$ cat config.mk
export PLATFORM = sky130hd
export DESIGN_NAME = prio_enc_serializer
export DESIGN_NICKNAME = d
export VERILOG_FILES = /design/src/rtl/prio_enc_serializer.sv
export SDC_FILE = /design/constraint.sdc
export NUM_CORES = 1
export LEC_CHECK = 0
export BUFFER_PORTS_ARGS = -buffer_cell sky130_fd_sc_hd__clkbuf_2
export CAP_MARGIN = 30
export CORE_UTILIZATION = 48
export CTS_CLUSTER_DIAMETER = 120
export DETAILED_ROUTE_END_ITERATION = 12
export PLACE_DENSITY = 0.8
export SLEW_MARGIN = 5
export SYNTH_ARGS = -nofsm -noshare
export SYNTH_HDL_FRONTEND = slang
export SYNTH_SLANG_ARGS = --single-unit
$ cat constraint.sdc
create_clock -name clk -period 2.6 [get_ports clk]
set_clock_uncertainty 0.15 [all_clocks]
set_input_delay 0.26 -clock clk [delete_from_list [all_inputs] [get_ports clk]]
set_output_delay 0.26 -clock clk [all_outputs]
set_load 0.05 [all_outputs]
$ cat src/rtl/prio_enc_serializer.sv
// Serialises every set bit of an N-bit request vector into a stream of binary
// indices, one per out_valid/out_ready beat, lowest-first or highest-first.
module prio_enc_serializer #(
  parameter int N         = 8,
  parameter bit MSB_FIRST = 1'b0
) (
  input  logic                 clk,
  input  logic                 rst,
  input  logic                 in_valid,
  output logic                 in_ready,
  input  logic [N-1:0]         in_vec,
  output logic                 out_valid,
  input  logic                 out_ready,
  output logic [$clog2(N)-1:0] out_idx,
  output logic                 out_last,
  output logic                 zero_in
);
  localparam int W = $clog2(N);

  typedef enum logic {IDLE, EMIT} state_t;

  state_t       r_state, w_state_nxt;
  logic [N-1:0] r_pending, w_pending_nxt, w_sel;
  logic [W-1:0] w_idx;
  logic         w_last, w_accept, r_zero;

  // Later loop iterations override earlier ones, so the scan direction picks
  // which end of the vector wins.
  always_comb begin
    w_idx = '0;
    w_sel = '0;
    if (MSB_FIRST) begin
      for (int i = 0; i < N; i++) begin
        if (r_pending[i]) begin
          w_idx    = W'(i);
          w_sel    = '0;
          w_sel[i] = 1'b1;
        end
      end
    end else begin
      for (int i = N-1; i >= 0; i--) begin
        if (r_pending[i]) begin
          w_idx    = W'(i);
          w_sel    = '0;
          w_sel[i] = 1'b1;
        end
      end
    end
  end

  assign w_last   = (r_pending != '0) && ((r_pending & (r_pending - N'(1))) == '0);
  assign w_accept = in_valid && (r_state == IDLE);

  always_comb begin
    w_state_nxt   = r_state;
    w_pending_nxt = r_pending;
    case (r_state)
      IDLE: begin
        if (w_accept && (in_vec != '0)) begin
          w_pending_nxt = in_vec;
          w_state_nxt   = EMIT;
        end
      end
      EMIT: begin
        if (out_ready) begin
          w_pending_nxt = r_pending & ~w_sel;
          if (w_last) w_state_nxt = IDLE;
        end
      end
      default: w_state_nxt = IDLE;
    endcase
  end

  always_ff @(posedge clk or posedge rst) begin
    if (rst) begin
      r_state   <= IDLE;
      r_pending <= '0;
      r_zero    <= 1'b0;
    end else begin
      r_state   <= w_state_nxt;
      r_pending <= w_pending_nxt;
      r_zero    <= w_accept && (in_vec == '0);
    end
  end

  // All outputs derive from registers only; pending is zero outside EMIT.
  assign in_ready  = (r_state == IDLE);
  assign out_valid = (r_state == EMIT);
  assign out_idx   = w_idx;
  assign out_last  = w_last;
  assign zero_in   = r_zero;
endmodule
==> results of run 1 <==
[per-stage QoR]
step                hold slack [ps]  std cells  area [µm²]
global placement              80.64         96       704.4
finish                        72.36        100       743.2
detailed placement            82.81         96       704.4
CTS                           69.63        100       737.0
global route                  72.97        100       743.2
floorplan                    -49.82         70       625.6
[cell type report]
type	instances	area, µm²	share of cell area (%)
Multi-Input combinational cell	48	326.6	43.94
Sequential cell	10	250.2	33.67
Timing Repair Buffer	20	107.6	14.48
Clock buffer	3	22.52	3.030
Inverter	5	18.77	2.525
Tap cell	14	17.52	2.357
[cells by family (layout without fill, tap and decap cells)]
logic type,Yosys count,after routing,share of synthesized area (%)
buffers and inverters,12,28,8.798
flip-flops,10,10,40.00
XOR/XNOR,1,1,1.400
AND/OR/NAND/NOR,23,23,19.40
AO/OA/AOI/OAI,24,24,30.40
[flip-flops by register name, indices dropped and copies added (netlist names)]
signal,count
zero_in,1
out_valid,1
r_pending,8
[timing repair]
item	4_1_cts	5_1_grt
endpoints found under the setup margin	0	1
resized for setup	0	1
hold buffers	1	0
hold endpoints to repair	10	0
[worst max-delay path: stages, from the launching register on]
cell       delay [ps]
dfrtp_1           460
nor4_2            450
o2111ai_1         170
a31oi_1           240
clkbuf_2          320
[layer usage]
metal / part of all wire [%] / up-vias
met5: 0 / -
met4: 0 / 0
met3: 7.3 / 0
met2: 49 / 22
met1: 44 / 283
li1: - / 300
[synthesized netlist by cell type]
| library cell | instances | area [µm²] |
|---|---|---|
| nor4_1 | 3 | 18.77 |
| buf_2 | 1 | 5.000 |
| o311a_2 | 1 | 11.26 |
| a211oi_1 | 2 | 15.01 |
| o31a_1 | 1 | 8.760 |
| and3_1 | 1 | 6.260 |
| nor2b_1 | 1 | 6.260 |
| a21oi_1 | 6 | 30.03 |
| xor2_1 | 1 | 8.760 |
| nor3_1 | 6 | 30.03 |
| inv_1 | 5 | 18.77 |
| clkbuf_2 | 1 | 5.000 |
| a31oi_1 | 1 | 6.260 |
| nand3_1 | 2 | 10.01 |
| nor2_1 | 3 | 11.26 |
| o21ai_0 | 1 | 5.000 |
| a221o_1 | 4 | 40.04 |
| or4_4 | 1 | 11.26 |
| o311a_1 | 1 | 10.01 |
| buf_6 | 1 | 11.26 |
| dfrtp_1 | 10 | 250.2 |
| a22o_1 | 1 | 8.760 |
| and2_1 | 1 | 6.260 |
| o2111ai_1 | 1 | 8.760 |
| nand2_1 | 4 | 15.01 |
| a32o_1 | 3 | 30.03 |
| clkbuf_1 | 4 | 15.01 |
| a21o_2 | 1 | 8.760 |
| nand2b_1 | 1 | 6.260 |
| o21bai_1 | 1 | 7.510 |
[worst max-delay path by stage]
stage,cells after the start,startpoint,slack [ps],end
final,4,r_pending[1],290,out_last
after global routing,4,r_pending[6],180,out_last
after CTS,4,r_pending[1],150,out_last
after detailed placement,4,r_pending[1],450,out_last
after global placement,4,r_pending[1],490,out_last
after floorplan,5,r_pending[1],130,out_valid
==> key figures, run 1 <==
Status
  • Outcome: completed

Clock network
  • Longest Clk Path Bufs: 2
  • CTS root buffer: clkbuf_4
  • Worst-Skew Late Latency: about 270 ps
  • Setup Fix Bufs, Post-CTS: 0
  • Clock Pin Slew Worst Setup and Hold Paths: around 60 ps
  • CTS buffer count: 3
  • CTS H-tree depth: 1
  • CTS tree: built
  • Clock sink count: 10

Route
  • Antenna viol nets, final: 0
  • DRT iter0 DRCs: 20
  • Via total after detailed routing: 605
  • Mean routed wirelength per cell: ~14 µm
  • TritonRoute pass-1 iters: 4
  • Detailed-route DRC error count: 0
  • Routed WL: about 1400 µm
  • Avg Vias per Cell: roughly 6

Global routing
  • Met2 usage: ~37%
  • Vias in the first global route: 541
  • Total grt overflow: 0
  • Gr usage total: 24.32%
  • Initial antenna violation count: 0
  • Largest net degree at the start of global routing: 12
  • First-pass GRT wire length: between 2000 and 2500 µm
  • GRT Max-Usage Layer: met2
  • GR Util met3: between 10% and 20%
  • M1 GR Usage: ~30%

Cells and area
  • Nets: 100
  • Synthesis-to-layout area growth: 18.80%
  • Post-Route Utilization: approximately 64%
  • Ant diodes: 0
  • Share of cells above drive strength 1: around 30%
  • Most frequent cells in the layout: 18 x clkbuf_2, 10 x dfrtp_1, 6 x a21oi_1, 6 x nor3_1, 5 x inv_1
  • Commonest non-fill, non-tap cell in the layout: clkbuf_2
  • Filler cells: 100

Yosys
  • Mapped Nets: 82
  • Synthesis-stage register bit count: 10
  • Avg Inst Size Synth: between 8 and 9 µm²
  • Cells after Synth: 70
  • Netlist cell types: 30
  • Post-synthesis sequential area ratio: between 40% and 50%
  • Ys Warns: 0
  • Area of the mapped netlist: roughly 630 µm²

Timing
  • Worst-Margin Slew: between 500 and 600 ps
  • Max_slew headroom: ~64%
  • Min cycle time layout: between 2000 and 2500 ps
  • Tcrit/Tclk final: 88.92%
  • Setup TNS: 0 ps
  • Final worst slack: about 290 ps
  • Final Hold Fails: 0
  • Unrepaired setup endpoints after global routing: false
  • Fin. max-slew vios: 0
  • Final Setup Violations: 0
  • Max Clk Rate: approximately 430 MHz

Placement
  • IO Port Bufs: 18
  • Pre-CTS WS: roughly 450 ps
  • RePlAce Congestion: a little over 0.9
  • Detail Placement HPWL: ~1100 µm

Worst hold path
  • Worst hold stages: 2
  • Worst Hold Class: input pin to register
  • Hold endpoint: r_pending[4]
  • Beginning of the worst hold path: in_vec[4]

Floorplanning
  • Die width: around 38 µm
  • Starting Density: between 50% and 60%
  • Row cnt: 12
  • Die height: 38.10 µm
  • Core area: around 1200 µm²
  • Die area: ~1500 µm²
  • IO Count: 19

Setup path
  • CP Capture Type: output pin
  • Worst reg2reg endpoint: r_pending[6]
  • Req. time, crit path: 2190 ps
  • R2r setup slk: 730 ps
  • Critical Path Fanout Max: 9
  • Startpoint Class: register
  • R2R depth: 3
  • Critical path class: register to output pin
  • R2R Path Start: r_pending[1]
  • Crit path DAT: roughly 1900 ps

Job
  • Max-cap viol count: 0
Power of run 1 is not shown: default switching activity piles up to over one toggle a cycle in this logic, so the estimate is an artifact.
==> run 2: changes to the inputs <==
--- a/config.mk
+++ b/config.mk
@@ -5,12 +5,14 @@
 export SDC_FILE = /design/constraint.sdc
 export NUM_CORES = 1
 export LEC_CHECK = 0
+export ABC_AREA = 1
 export BUFFER_PORTS_ARGS = -buffer_cell sky130_fd_sc_hd__clkbuf_2
 export CAP_MARGIN = 30
-export CORE_UTILIZATION = 48
+export CORE_ASPECT_RATIO = 1.4
+export CORE_UTILIZATION = 35
 export CTS_CLUSTER_DIAMETER = 120
 export DETAILED_ROUTE_END_ITERATION = 12
-export PLACE_DENSITY = 0.8
+export PLACE_DENSITY = 0.62
 export SLEW_MARGIN = 5
 export SYNTH_ARGS = -nofsm -noshare
 export SYNTH_HDL_FRONTEND = slang
==> run 2 against run 1 <==
Via count is 13% higher. Global-route usage is 7.0 points lower. Die area is 57% higher. Synthesized cell count is 44% higher. Largest cell class unchanged. Routed wire length is 8.3% higher. Maximum frequency is 9.9% higher. Cell count is 42% higher. Sequential cell count stayed put. Critical path depth is 2 higher. Sequential share of layout area is 4.7 points lower.
==> key figures, run 2 <==
Status
  • Outcome: completed

Timing
  • Fin. max-slew vios: 0
  • Final Setup Violations: 0
  • Tcrit/Tclk final: 80.88%
  • Setup TNS: 0 ps
  • Worst-Margin Slew: a little over 400 ps
  • Hold Slack: 76.48 ps
  • Max Clk Rate: 475.5 MHz
  • Max_slew headroom: between 70 and 80%
  • Unrepaired setup endpoints after global routing: false
  • Min cycle time layout: between 2000 and 2500 ps
  • Final Hold Fails: 0

Clock network
  • Longest Clk Path Bufs: 2
  • Setup Fix Bufs, Post-CTS: 0
  • CTS root buffer: clkbuf_4
  • Clock sink count: 10
  • CTS H-tree depth: 1
  • CTS tree: built
  • CTS buffer count: 3
  • Worst-Skew Late Latency: approximately 270 ps
  • Clock Pin Slew Worst Setup and Hold Paths: roughly 70 ps

Floorplanning
  • Die area: 2277 µm²
  • IO Count: 19
  • Core area: 1973 µm²
  • Die width: just over 40 µm
  • Die height: around 56 µm
  • Row cnt: 19
  • Starting Density: a little under two fifths

Global routing
  • Vias in the first global route: 643
  • First-pass GRT wire length: between 2000 and 3000 µm
  • Initial antenna violation count: 0
  • Largest net degree at the start of global routing: 18
  • Total grt overflow: 0
  • Gr usage total: between 10% and 20%

Yosys
  • Post-synthesis sequential area ratio: between 30% and 40%
  • Mapped Nets: 113
  • Synth cell count leaders: 27 x nand2_1, 10 x dfrtp_1, 9 x o21ai_2
  • Ys Warns: 0
  • Largest area contributor in the netlist: dfrtp_1
  • Synthesis-stage register bit count: 10
  • Top cell type's share of synthesized area: between 30% and 40%
  • EDFF count, synth: 0
  • Count leader, synth: nand2_1
  • Area of the mapped netlist: 730.7 µm²
  • Top cells by area, synth: dfrtp_1 34%, nand2_1 14%, o21ai_2 11%, nand2_2 5.1%, o21ai_0 4.8%
  • Avg Inst Size Synth: between 7 and 8 µm²
  • Netlist cell types: 19
  • Main synth FF type: dfrtp_1
  • Cells after Synth: roughly 100
  • Async SR Flop Fraction: 100.0%

Setup path
  • Startpoint Class: register
  • Req. time, crit path: about 2200 ps
  • Slowest stage delay, CP: 420 ps
  • Worst reg2reg endpoint: r_pending[4]
  • R2R depth: 6
  • CP Capture Type: output pin
  • Critical Path, Cell by Cell: nor2_2 > nand2_1 > nand2_1 > nand3_2 > nor4_2 > clkbuf_2
  • End of the critical path: out_last
  • R2R Path Start: out_valid
  • CP max-delay cell: dfrtp_1
  • Critical path class: register to output pin
  • Critical Path Fanout Max: 4
  • R2r setup slk: about 1000 ps
  • Most used cell along the critical path: nand2_1
  • Crit path DAT: around 1700 ps
  • Worst Setup SP: r_pending[0]

Route
  • DRT iter0 DRCs: 8
  • Routed WL: ~1500 µm
  • Avg Vias per Cell: ~4.8
  • TritonRoute pass-1 iters: 4
  • Antenna viol nets, final: 0
  • Detailed-route DRC error count: 0
  • Mean routed wirelength per cell: around 11 µm
  • Via total after detailed routing: approximately 700

Placement
  • Placed inst area: a little over 800 µm²
  • RePlAce Congestion: 0.8190
  • IO Port Bufs: 18
  • Detail Placement HPWL: about 1300 µm

Cells and area
  • Biggest register: r_pending
  • Post-Route Utilization: a little over two fifths
  • Final Cell Area: approximately 860 µm²
  • Commonest non-fill, non-tap cell in the layout: nand2_1
  • Synthesis-to-layout area growth: 18.15%
  • Filler cells: approximately 230
  • Max reg flops: 8
  • Nets: roughly 140
  • Share of cells above drive strength 1: 41.32%
  • Ant diodes: 0
  • Most frequent cells in the layout: 27 x nand2_1, 18 x clkbuf_2, 10 x dfrtp_1

Worst hold path
  • Worst Hold Class: input pin to register

Job
  • Max-cap viol count: 0
-- run 2: cell families (layout without fill, tap and decap cells) --
| logic type | after synthesis | after routing | synth area share (%) |
|---|---|---|---|
| buf+inv | 15 | 35 | 8.904 |
| simple gates | 56 | 56 | 38.53 |
| compound gates | 20 | 20 | 18.32 |
| flops | 10 | 10 | 34.25 |
-- run 2: critical path: cells and delay by family, from the launching register on --
kind / cells / cell delay [ps]
simple gates: 5 / 700
flops: 1 / 420
buf+inv: 1 / 310
-- run 2: what timing repair did --
item / 4_1_cts / 5_1_grt
gates resized for setup: 0 / 0
hold endpoints to repair: 10 / 0
hold buffers: 1 / 0
-- run 2: cell type report --
cell class	instances	area (µm²)	share of cell area [%]
multi-input cells	76	415.4	48.12
flip-flops and latches	10	250.2	28.99
repair buffers	19	100.1	11.59
inverters	13	48.80	5.652
well taps	21	26.28	3.043
clock buffers	3	22.52	2.609
-- run 2: layer usage --
layer  track usage [%]  up-vias  routed length (µm)
met5                 0        -                   0
met4             8.571        0                  30
met3             2.400        4                  23
met2             25.62       12                 751
met1             23.72      303                 732
li1                  -      362                   -
-- run 2: through the flow --
stage / std cells / worst slack, ps
4_1_cts: 142 / 493.9
5_1_grt: 142 / 340.7
3_5_place_dp: 138 / 781.8
6_report: 142 / 497.1
2_1_floorplan: 101 / 449.6
3_3_place_gp: 138 / 766.6
-- run 2: worst min-delay path by stage --
| stage | start | end | slack (ps) | depth (start not counted) |
|---|---|---|---|---|
| after CTS | in_valid | zero_in | 80 | 3 |
| after detailed placement | rst | r_pending[5] | 110 | 2 |
| after global placement | rst | r_pending[5] | 100 | 2 |
| after global routing | in_valid | zero_in | 90 | 3 |
| final | in_valid | zero_in | 80 | 3 |
| after floorplan | rst | out_valid | -50 | 1 |
Power of run 2 is left out for the same reason.
==> run 3: changes to the inputs <==
--- a/config.mk
+++ b/config.mk
@@ -12,7 +12,7 @@
 export CORE_UTILIZATION = 35
 export CTS_CLUSTER_DIAMETER = 120
 export DETAILED_ROUTE_END_ITERATION = 12
-export PLACE_DENSITY = 0.62
+export PLACE_DENSITY = 0.64
 export SLEW_MARGIN = 5
 export SYNTH_ARGS = -nofsm -noshare
 export SYNTH_HDL_FRONTEND = slang
==> constraint.sdc (replaced) <==
create_clock -name clk -period 1.8 [get_ports clk]
set_clock_uncertainty 0.15 [all_clocks]
set_input_delay 0.18 -clock clk [delete_from_list [all_inputs] [get_ports clk]]
set_output_delay 0.18 -clock clk [all_outputs]
set_load 0.05 [all_outputs]
==> run 3 against run 2 <==
Clock-buffer cell count is 1 higher. Critical endpoint unchanged. Register-to-register slack worse by 710 ps. Routed wire length is 7.1% higher. The flow now finishes with violations (setup timing).
==> key figures, run 3 (same netlist as run 2, synthesis figures left out) <==
Floorplanning
  • Row cnt: 19
  • Core area: between 1500 and 2000 µm²
  • IO Count: 19
  • Die height: about 56 µm
  • Die width: 40.62 µm
  • Starting Density: 37.03%
  • Die area: around 2300 µm²

Cells and area
  • Share of cells above drive strength 1: approximately 46%
  • Filler cells: roughly 210
  • Ant diodes: 0
  • Post-Route Utilization: around 49%
  • Synthesis-to-layout area growth: 32.88%
  • Nets: 142
  • Max reg flops: 8
  • Commonest non-fill, non-tap cell in the layout: nand2_1
  • Most frequent cells in the layout: 26 x nand2_1, 15 x clkbuf_2, 10 x dfrtp_1
  • Biggest register: r_pending

Route
  • TritonRoute pass-1 iters: 2
  • Mean routed wirelength per cell: 10.98 µm
  • Via total after detailed routing: 726
  • DRT iter0 DRCs: 8
  • Antenna viol nets, final: 0
  • Avg Vias per Cell: a little under 5
  • Detailed-route DRC error count: 0
  • Routed WL: around 1600 µm

Global routing
  • Initial antenna violation count: 0
  • Vias in the first global route: 669
  • Total grt overflow: 0
  • Largest net degree at the start of global routing: 17
  • Gr usage total: around 18%
  • First-pass GRT wire length: ~2700 µm

Timing
  • Max Clk Rate: between 500 and 600 MHz
  • Min cycle time layout: approximately 2000 ps
  • Tcrit/Tclk final: 109.5%
  • Worst-Margin Slew: a little over 400 ps
  • Fin. max-slew vios: 0
  • Unrepaired setup endpoints after global routing: true
  • Final Hold Fails: 0
  • Final Setup Violations: 1
  • Max_slew headroom: a little over 70%
  • Final worst slack: -171.2 ps

Setup path
  • Req. time, crit path: between 1000 and 1500 ps
  • Slowest stage delay, CP: between 400 and 500 ps
  • R2R Path Start: r_pending[1]
  • Critical path class: register to output pin
  • Critical Path, Cell by Cell: nor2_2 > nand2_2 > o21ai_2 > inv_1 > nor4_4 > clkbuf_8
  • Worst Setup SP: r_pending[2]
  • R2R depth: 9
  • R2r setup slk: ~300 ps
  • Crit path DAT: roughly 1600 ps
  • CP Capture Type: output pin
  • Worst reg2reg endpoint: out_valid
  • Critical Path Fanout Max: 3
  • End of the critical path: out_last
  • Startpoint Class: register
  • CP max-delay cell: dfrtp_1

Clock network
  • CTS H-tree depth: 1
  • CTS buffer count: 3
  • Longest Clk Path Bufs: 2
  • CTS root buffer: clkbuf_4
  • CTS tree: built
  • Clock sink count: 10
  • Clock Pin Slew Worst Setup and Hold Paths: 60 ps
  • Worst-Skew Late Latency: approximately 280 ps

Placement
  • IO Port Bufs: 18
  • RePlAce Congestion: about 0.73
  • Detail Placement HPWL: around 1300 µm

Worst hold path
  • Worst Hold Class: input pin to register

Job
  • Max-cap viol count: 0

Status
  • Outcome: complete, but fails checks
  • Failing checks: setup timing
run 3: changes by cell type in the layout (fill, tap and decap cells not counted), sizes merged:
cell         before  now
dlygate4sd3       1    3
buf               0    7
clkbuf           21   20
run 3: per-layer routing:
| metal | track usage [%] | wire (µm) | vias up |
|---|---|---|---|
| met4 | 11.43 | 45 | 0 |
| met2 | 28.57 | 885 | 15 |
| met3 | 2.400 | 41 | 5 |
| li1 | - | - | 376 |
| met5 | 0 | 0 | - |
| met1 | 20.72 | 674 | 330 |
run 3: worst max-delay path, delay by kind of cell (launching register included):
kind	cells	cell delay [ps]
buf+inv	2	310
flops	1	420
simple gates	3	500
compound gates	1	130
run 3: how the worst min path moves through the flow:
stage	startpoint	end	slack (ps)	cells past startpoint
floorplan	rst	out_valid	-130	1
global placement	rst	r_pending[6]	20	2
detailed placement	rst	r_pending[1]	20	2
CTS	out_ready	out_valid	30	4
global route	in_vec[0]	r_pending[0]	50	3
finish	in_vec[0]	r_pending[0]	30	3
run 3: stage by stage:
stage	area (µm²)	setup slack (ps)	setup TNS (ps)	hold WS, ps	std cells
finish	970.9	-171.2	-171.2	26.51	150
global route	970.9	-269.9	-306.7	47.10	150
CTS	964.7	-182.2	-182.2	27.34	150
detailed placement	850.8	37.46	0	24.46	139
global placement	850.8	44.18	0	22.17	139
floorplan	743.2	23.23	0	-129.8	101
run 3: layout make-up:
cell class | instances | area (µm²) | share of cell area, %
multi-input combinational | 76 | 430.4 | 44.33
tap | 21 | 26.28 | 2.706
sequential | 10 | 250.2 | 25.77
timing repair buffer | 26 | 178.9 | 18.43
clock buffer | 4 | 36.28 | 3.737
inverter | 13 | 48.80 | 5.026
run 3: repair_timing:
item,CTS,global route
hold buffers,3,0
pin swaps,2,2
resized for setup,5,5
endpoints found under the hold margin,12,0
buffers inserted,4,0
setup endpoints to repair,2,3
Power of run 3 is left out for the same reason.
